==> config.mk <==
export PLATFORM = sky130hd
export DESIGN_NAME = register_file_wr
export DESIGN_NICKNAME = d
export VERILOG_FILES = /design/src/rtl/regfile_pkg.sv /design/src/rtl/rf_read_port.sv /design/src/rtl/register_file_wr.sv
export SDC_FILE = /design/constraint.sdc
export NUM_CORES = 1
export LEC_CHECK = 0
export BUFFER_PORTS_ARGS = -buffer_cell sky130_fd_sc_hd__clkbuf_2
export CORE_ASPECT_RATIO = 0.5
export CORE_MARGIN = 1
export CORE_UTILIZATION = 57
export CTS_CLUSTER_SIZE = 25
export DETAILED_ROUTE_END_ITERATION = 7
export PLACE_DENSITY = 0.77
export SLEW_MARGIN = 20
export SYNTH_ARGS = -nofsm -noshare
export SYNTH_HDL_FRONTEND = slang
export SYNTH_SLANG_ARGS = --single-unit
==> constraint.sdc <==
create_clock -name CLK -period 1.2 [get_ports CLK]
set_input_delay 0.06 -clock CLK [delete_from_list [all_inputs] [get_ports CLK]]
set_output_delay 0.06 -clock CLK [all_outputs]
set_load 0.01 [all_outputs]
==> src/rtl/regfile_pkg.sv <==
// Shared widths and types for the general-purpose register file.
package regfile_pkg;

    localparam int RF_DATA_W = 32;
    localparam int RF_DEPTH  = 16;
    localparam int RF_ADDR_W = 4;

    typedef logic [RF_DATA_W-1:0] rf_data_t;
    typedef logic [RF_ADDR_W-1:0] rf_addr_t;

endpackage : regfile_pkg

==> src/rtl/rf_read_port.sv <==
// One registered read port: select mux, write-through bypass and output register.
module rf_read_port
    import regfile_pkg::*;
#(
    parameter int DATA_W = RF_DATA_W,
    parameter int DEPTH  = RF_DEPTH,
    parameter int ADDR_W = RF_ADDR_W
) (
    input  logic              clk_i,
    input  logic              rst_ni,
    input  logic              en_i,
    input  logic              rd_i,
    input  logic              wr_i,
    input  logic [ADDR_W-1:0] sel_i,
    input  logic [ADDR_W-1:0] wr_sel_i,
    input  logic [DATA_W-1:0] wr_data_i,
    input  logic [DATA_W-1:0] regs_i [DEPTH],
    output logic [DATA_W-1:0] data_o
);

    logic [DATA_W-1:0] data_d;
    logic [DATA_W-1:0] data_q;

    // Next read value; a same-edge write to the selected register wins over storage.
    always_comb begin
        data_d = data_q;
        if (en_i && rd_i) begin
            if (wr_i && (sel_i == wr_sel_i)) begin
                data_d = wr_data_i;
            end else begin
                data_d = regs_i[sel_i];
            end
        end else begin
            data_d = data_q;
        end
    end

    // Output register with asynchronous clear.
    always_ff @(posedge clk_i or negedge rst_ni) begin
        if (!rst_ni) begin
            data_q <= {DATA_W{1'b0}};
        end else begin
            data_q <= data_d;
        end
    end

    assign data_o = data_q;

endmodule : rf_read_port

==> src/rtl/register_file_wr.sv <==
// 16x32 register file: one synchronous write port, two registered read ports.
module register_file_wr
    import regfile_pkg::*;
#(
    parameter int DATA_W = RF_DATA_W,
    parameter int DEPTH  = RF_DEPTH,
    parameter int ADDR_W = RF_ADDR_W
) (
    input  logic              CLK,
    input  logic              rst,
    input  logic              EN,
    input  logic              WR,
    input  logic              RD,
    input  logic [DATA_W-1:0] Ip1,
    input  logic [ADDR_W-1:0] sel_i1,
    input  logic [ADDR_W-1:0] sel_o1,
    input  logic [ADDR_W-1:0] sel_o2,
    output logic [DATA_W-1:0] op1,
    output logic [DATA_W-1:0] op2
);

    logic [DATA_W-1:0] mem_d [DEPTH];
    logic [DATA_W-1:0] mem_q [DEPTH];

    // Next storage state: only the selected register changes on an enabled write.
    always_comb begin
        mem_d = mem_q;
        if (EN && WR) begin
            mem_d[sel_i1] = Ip1;
        end else begin
            mem_d = mem_q;
        end
    end

    // Storage array with asynchronous clear.
    always_ff @(posedge CLK or negedge rst) begin
        if (!rst) begin
            for (int i = 0; i < DEPTH; i++) begin
                mem_q[i] <= {DATA_W{1'b0}};
            end
        end else begin
            mem_q <= mem_d;
        end
    end

    rf_read_port #(
        .DATA_W (DATA_W),
        .DEPTH  (DEPTH),
        .ADDR_W (ADDR_W)
    ) u_rd_port1 (
        .clk_i     (CLK),
        .rst_ni    (rst),
        .en_i      (EN),
        .rd_i      (RD),
        .wr_i      (WR),
        .sel_i     (sel_o1),
        .wr_sel_i  (sel_i1),
        .wr_data_i (Ip1),
        .regs_i    (mem_q),
        .data_o    (op1)
    );

    rf_read_port #(
        .DATA_W (DATA_W),
        .DEPTH  (DEPTH),
        .ADDR_W (ADDR_W)
    ) u_rd_port2 (
        .clk_i     (CLK),
        .rst_ni    (rst),
        .en_i      (EN),
        .rd_i      (RD),
        .wr_i      (WR),
        .sel_i     (sel_o2),
        .wr_sel_i  (sel_i1),
        .wr_data_i (Ip1),
        .regs_i    (mem_q),
        .data_o    (op2)
    );

endmodule : register_file_wr

Yosys cells after proc, flatten, opt, wreduce, memory -nomap -nowiden
Cells that the tools add are included.

$lt $le $gt $ge: 4. Equality and inequality tests: 2. Mux-type cells: 11. Bitwise operators: 3. Reductions and logical operators: 5.

Operators by type and width (count): $bwmux W512 (1); $bmux W32 S4 (2); $mux W32 (7); $demux W32 S4 (1); $ge A5 B5 Y1 const B (3); $not A4 Y5 (3); $eq A4 B4 Y1 (2); $logic_and A1 B1 Y1 (5); $lt A5 B1 Y1 const B (1).

Register bits after elaboration: 576. Bits of input ports: 49. Output and inout bits: 64. Logic and storage cells: 43.

Depth between registers and ports, before layout
Depth after elaboration: 6. Mapped depth: 9. Mapped depth without buffers: 5.

Cells and area by module
From an unflattened synthesis, not the netlist that was laid out.

Cell total of the unflattened synthesis: 2240. Area, all modules: 30588.1 µm².

By module, submodules not included: register_file_wr (instances 1, cells each 1134, area each 19109.6 µm², sequential area each 12812.3 µm²); rf_read_port (instances 2, cells each 553, area each 5739.3 µm², sequential area each 800.8 µm²).

Worst setup path before layout
Ideal clock, no wire load.

Kind: input -> register. Start point: input port sel_o2[1]. End point: register u_rd_port2.data_q[10] (netlist: u_rd_port2.data_o[10]). Library setup time: 142 ps. Arrival time: 1414 ps. Required time: 1058 ps. Slack: -356 ps. Cell stages on the path: 7. Buffers on the path: 2. Path through: buf_2 > buf_2 > mux4_2 > mux2i_1 > nor2_1 > nor3_1 > a211oi_1.

Longest elaborated chain between the ends: 5. Elaborated cells on any way between the ends: 7. Those cells by class: eq/ne (1); mux (4); bitwise (1); reduce/logical (1).

RTL lines: from (decl) (line register_file_wr.sv:17) `input logic [ADDR_W-1:0] sel_o2,`; $not A4 Y5 (not written as such) (line rf_read_port.sv:31) `data_d = regs_i[sel_i];`; $bmux W32 S4 (line rf_read_port.sv:31); $mux W32 (not written as such) (2 in series) (line rf_read_port.sv:31); $mux W32 * (line rf_read_port.sv:28) `if (wr_i && (sel_i == wr_sel_i)) begin`; to (signal assigned) (line rf_read_port.sv:41) `data_q <= {DATA_W{1'b0}};`; to (signal assigned) (line rf_read_port.sv:43) `data_q <= data_d;`; to (decl) (line rf_read_port.sv:22) `logic [DATA_W-1:0] data_q;`.

Mark *: on every way between the ends. The rest lies on a longest branch, timed or not. The select of a mux whose other input is x is not followed. A chain may end at the register's enable or synchronous reset.

Worst setup path in the final report
Start point: register mem_q[159] (netlist bit). End point: register u_rd_port2.data_q[31] (netlist: u_rd_port2.data_o[31]).

Longest elaborated chain between the ends: 4.

RTL lines: from (decl) (line register_file_wr.sv:23) `logic [DATA_W-1:0] mem_q [DEPTH];`; from (signal, indexed assignment) (line register_file_wr.sv:39) `mem_q[i] <= {DATA_W{1'b0}};`; from (signal assigned) (line register_file_wr.sv:42) `mem_q <= mem_d;`; $bmux W32 S4 (line rf_read_port.sv:31); $mux W32 (not written as such) (2 in series) (line rf_read_port.sv:31); $mux W32 (line rf_read_port.sv:28).

Every way passes these cells. The select of a mux whose other input is x is not followed.

==> flow_metrics.tcl <==
set metrics [dict create \
    cts_root_buf "clkbuf_16" \
    cts.sinks 576 \
    violations "setup timing" \
    drc 0 \
    syn_area_per_cell_um2 13.7 \
    fin_skew_ps 13.9 \
    power_mw 57.9 \
    dp_hpwl_um 55000 \
    finalCritPeriodShare_pct 133 \
    max-vdd-ir-drop_v 0.00110 \
    worst_ep_arrival_time_ps 2070 \
    worst_pin_slew_ps 794 \
    synth-edff-count 0 \
    portBuffers 112 \
    ys_seq_area_share_pct 47.7 \
    fin_ws_ps -391 \
    synth_largest_area_cell "dfrtp_1" \
    clk_pin_slew_ps 70 \
    r2r_slack_ps -390 \
    grt_max_degree 51 \
    synthArstFlopShare_pct 100 \
    coreArea_um2 52200 \
    path_class "reg -> reg" \
    die_area_um2 54000 \
    avgRoutedWirePerCell_um 27.2 \
    place_congestion 0.883 \
    fmax_mhz 628 \
    syn_to_final_growth_pct 24.2 \
    dr.pass1.iters 5 \
    ys_ff_latch 576 \
    cts.htree.levels 2 \
    cp-start-kind "flop" \
    row_count 59 \
    period_minus_slack_ps 1590 \
    outcome "finished, violations left" \
    die_w_um 328 \
    ios 113 \
    drive_above_1_share_pct 56.3 \
    synth_cell_types 30 \
    hold_viol_final 0 \
    rsz0062_at_grt "true" \
    cts_tree "built" \
    worst_setup_path_end_kind "flop" \
    grt_use_total_pct 33.5 \
    synth-main-ff-cell "dfrtp_1" \
    num_vias 21500 \
    synthTopCellsByArea "dfrtp_1, mux2_2, mux4_2" \
    synth_area_um2 30200 \
    synth_cells 2206 \
    numCtsBuffers 52 \
    grt_pass1_vias 22400 \
    drv_slew 0 \
    holdWs_ps 44.2 \
    cp_max_fo 3 \
    drt_wl_total_um 88700 \
    cp_data_required_time_ps 1680 \
    antenna-diode-count 0 \
    syn_nets 2255 \
    viasPerCell 6.57 \
    clk_path_buf_depth 3 \
    grt_remaining_overflow 0 \
    slew_headroom_pct 46.9 \
    power.density_nw_per_um2 1540 \
    initial_core_util_pct 57.9 \
    setup_violations 96 \
    ant_nets 0 \
    cap_violations 0 \
    fin_nets 2571 \
    layout_common_cells "dfrtp_1, mux2_2, buf_4" \
    antenna_found_initial 0 \
    die_height_um 165 \
    first_iter_violations 2068 \
    synth_top_area_share_pct 47.7 \
    p_leak_nw 16.8 \
    layout_commonest_cell "dfrtp_1" \
    hold_class "in -> reg" \
    yosysWarnings 0 \
    worstSkewPairLatency_ps 610 \
    grt_pass1_wl_um 136000 \
]
==> stage by stage <==
stage | instances | setup WS (ps) | TNS [ps] | util, % | cell area (µm²)
4_1_cts | 3238 | -391 | -19440 | 71.0 | 37100
2_1_floorplan | 2206 | -241 | -77060 | - | 30900
6_report | 3267 | -391 | -19400 | 71.9 | 37500
3_3_place_gp | 3081 | -600 | -189500 | 66.1 | 34500
3_5_place_dp | 3081 | -621 | -205840 | 66.1 | 34500
5_1_grt | 3267 | -484 | -26960 | 71.9 | 37500
==> repair_timing <==
item                       4_1_cts  5_1_grt
hold buffers                    34        1
setup endpoints to repair      105      138
hold endpoints to repair      1051       15
pin swaps                       21       37
buffers inserted                28       29
resized for setup               43       60
==> where the power goes <==
part / switching, mW / internal [mW]
registers: 2.81 / 23.2
clock network: 7.72 / 10.4
logic: 5.30 / 8.52
total: 15.8 / 42.0
==> final timing paths <==
| kind | start | endpoint | cells after the start |
|---|---|---|---|
| worst max register to register | mem_q[159] | u_rd_port2.data_o[31] | 6 |
| max in group asynchronous | rst | mem_q[327] | 3 |
| worst min register to register | mem_q[88] | mem_q[88] | 1 |
| worst max-delay path | mem_q[159] | u_rd_port2.data_o[31] | 6 |
| worst min-delay path | Ip1[20] | mem_q[84] | 2 |
| min in group asynchronous | rst | mem_q[364] | 3 |
==> final cells by class <==
| type | instances | area, µm² |
|---|---|---|
| Clock buffer | 78 | 1570 |
| Fill cell | 3185 | 14600 |
| Timing Repair Buffer | 471 | 4680 |
| Sequential cell | 576 | 14400 |
| Tap cell | 701 | 877 |
| Multi-Input combinational cell | 1421 | 15700 |
| Clock inverter | 20 | 262 |
==> logic make-up after synthesis <==
kind of cell | after synthesis | synth area share (%)
AOI/OAI and AO/OA | 194 | 4.03
xor gates and xnor gates | 8 | 0.232
buffers and inverters | 209 | 3.35
DFF | 576 | 47.7
muxes | 896 | 40.3
and+or+nand+nor | 323 | 4.45
==> routing by layer <==
metal  vias to the layer above  part of all wire, %  wire length, µm  GRT usage [%]
met5                         -                    0                0              0
met4                         0                  3.2             2840           11.3
met3                       253                  8.5             7560           6.22
met2                      1053                   48            43000           54.9
met1                     11300                   40            35300           45.3
li1                       8897                    -                -              -
==> registers in the layout (all words and copies together), names as in the netlist <==
register,count
mem_q,512
u_rd_port1.data_o,32
u_rd_port2.data_o,32
==> worst max-delay path, cell delays in order, from the launching register on <==
cell	delay, ps
dfrtp_1	400
mux4_2	500
mux2i_1	180
nor2_1	70
nor3_2	140
buf_4	150
a211oi_2	30
==> cell usage after synthesis (8+ instances only) <==
cell and n:
nor3_1 67, buf_6 11, a211oi_1 64, buf_1 8
buf_2 104, mux2_1 94, mux2_2 546, mux2i_1 64
o22ai_1 64, dfrtp_1 576, nor2_1 235, o21ai_0 64
mux4_2 192, clkbuf_1 84
Power figures use the tool's default switching activity.
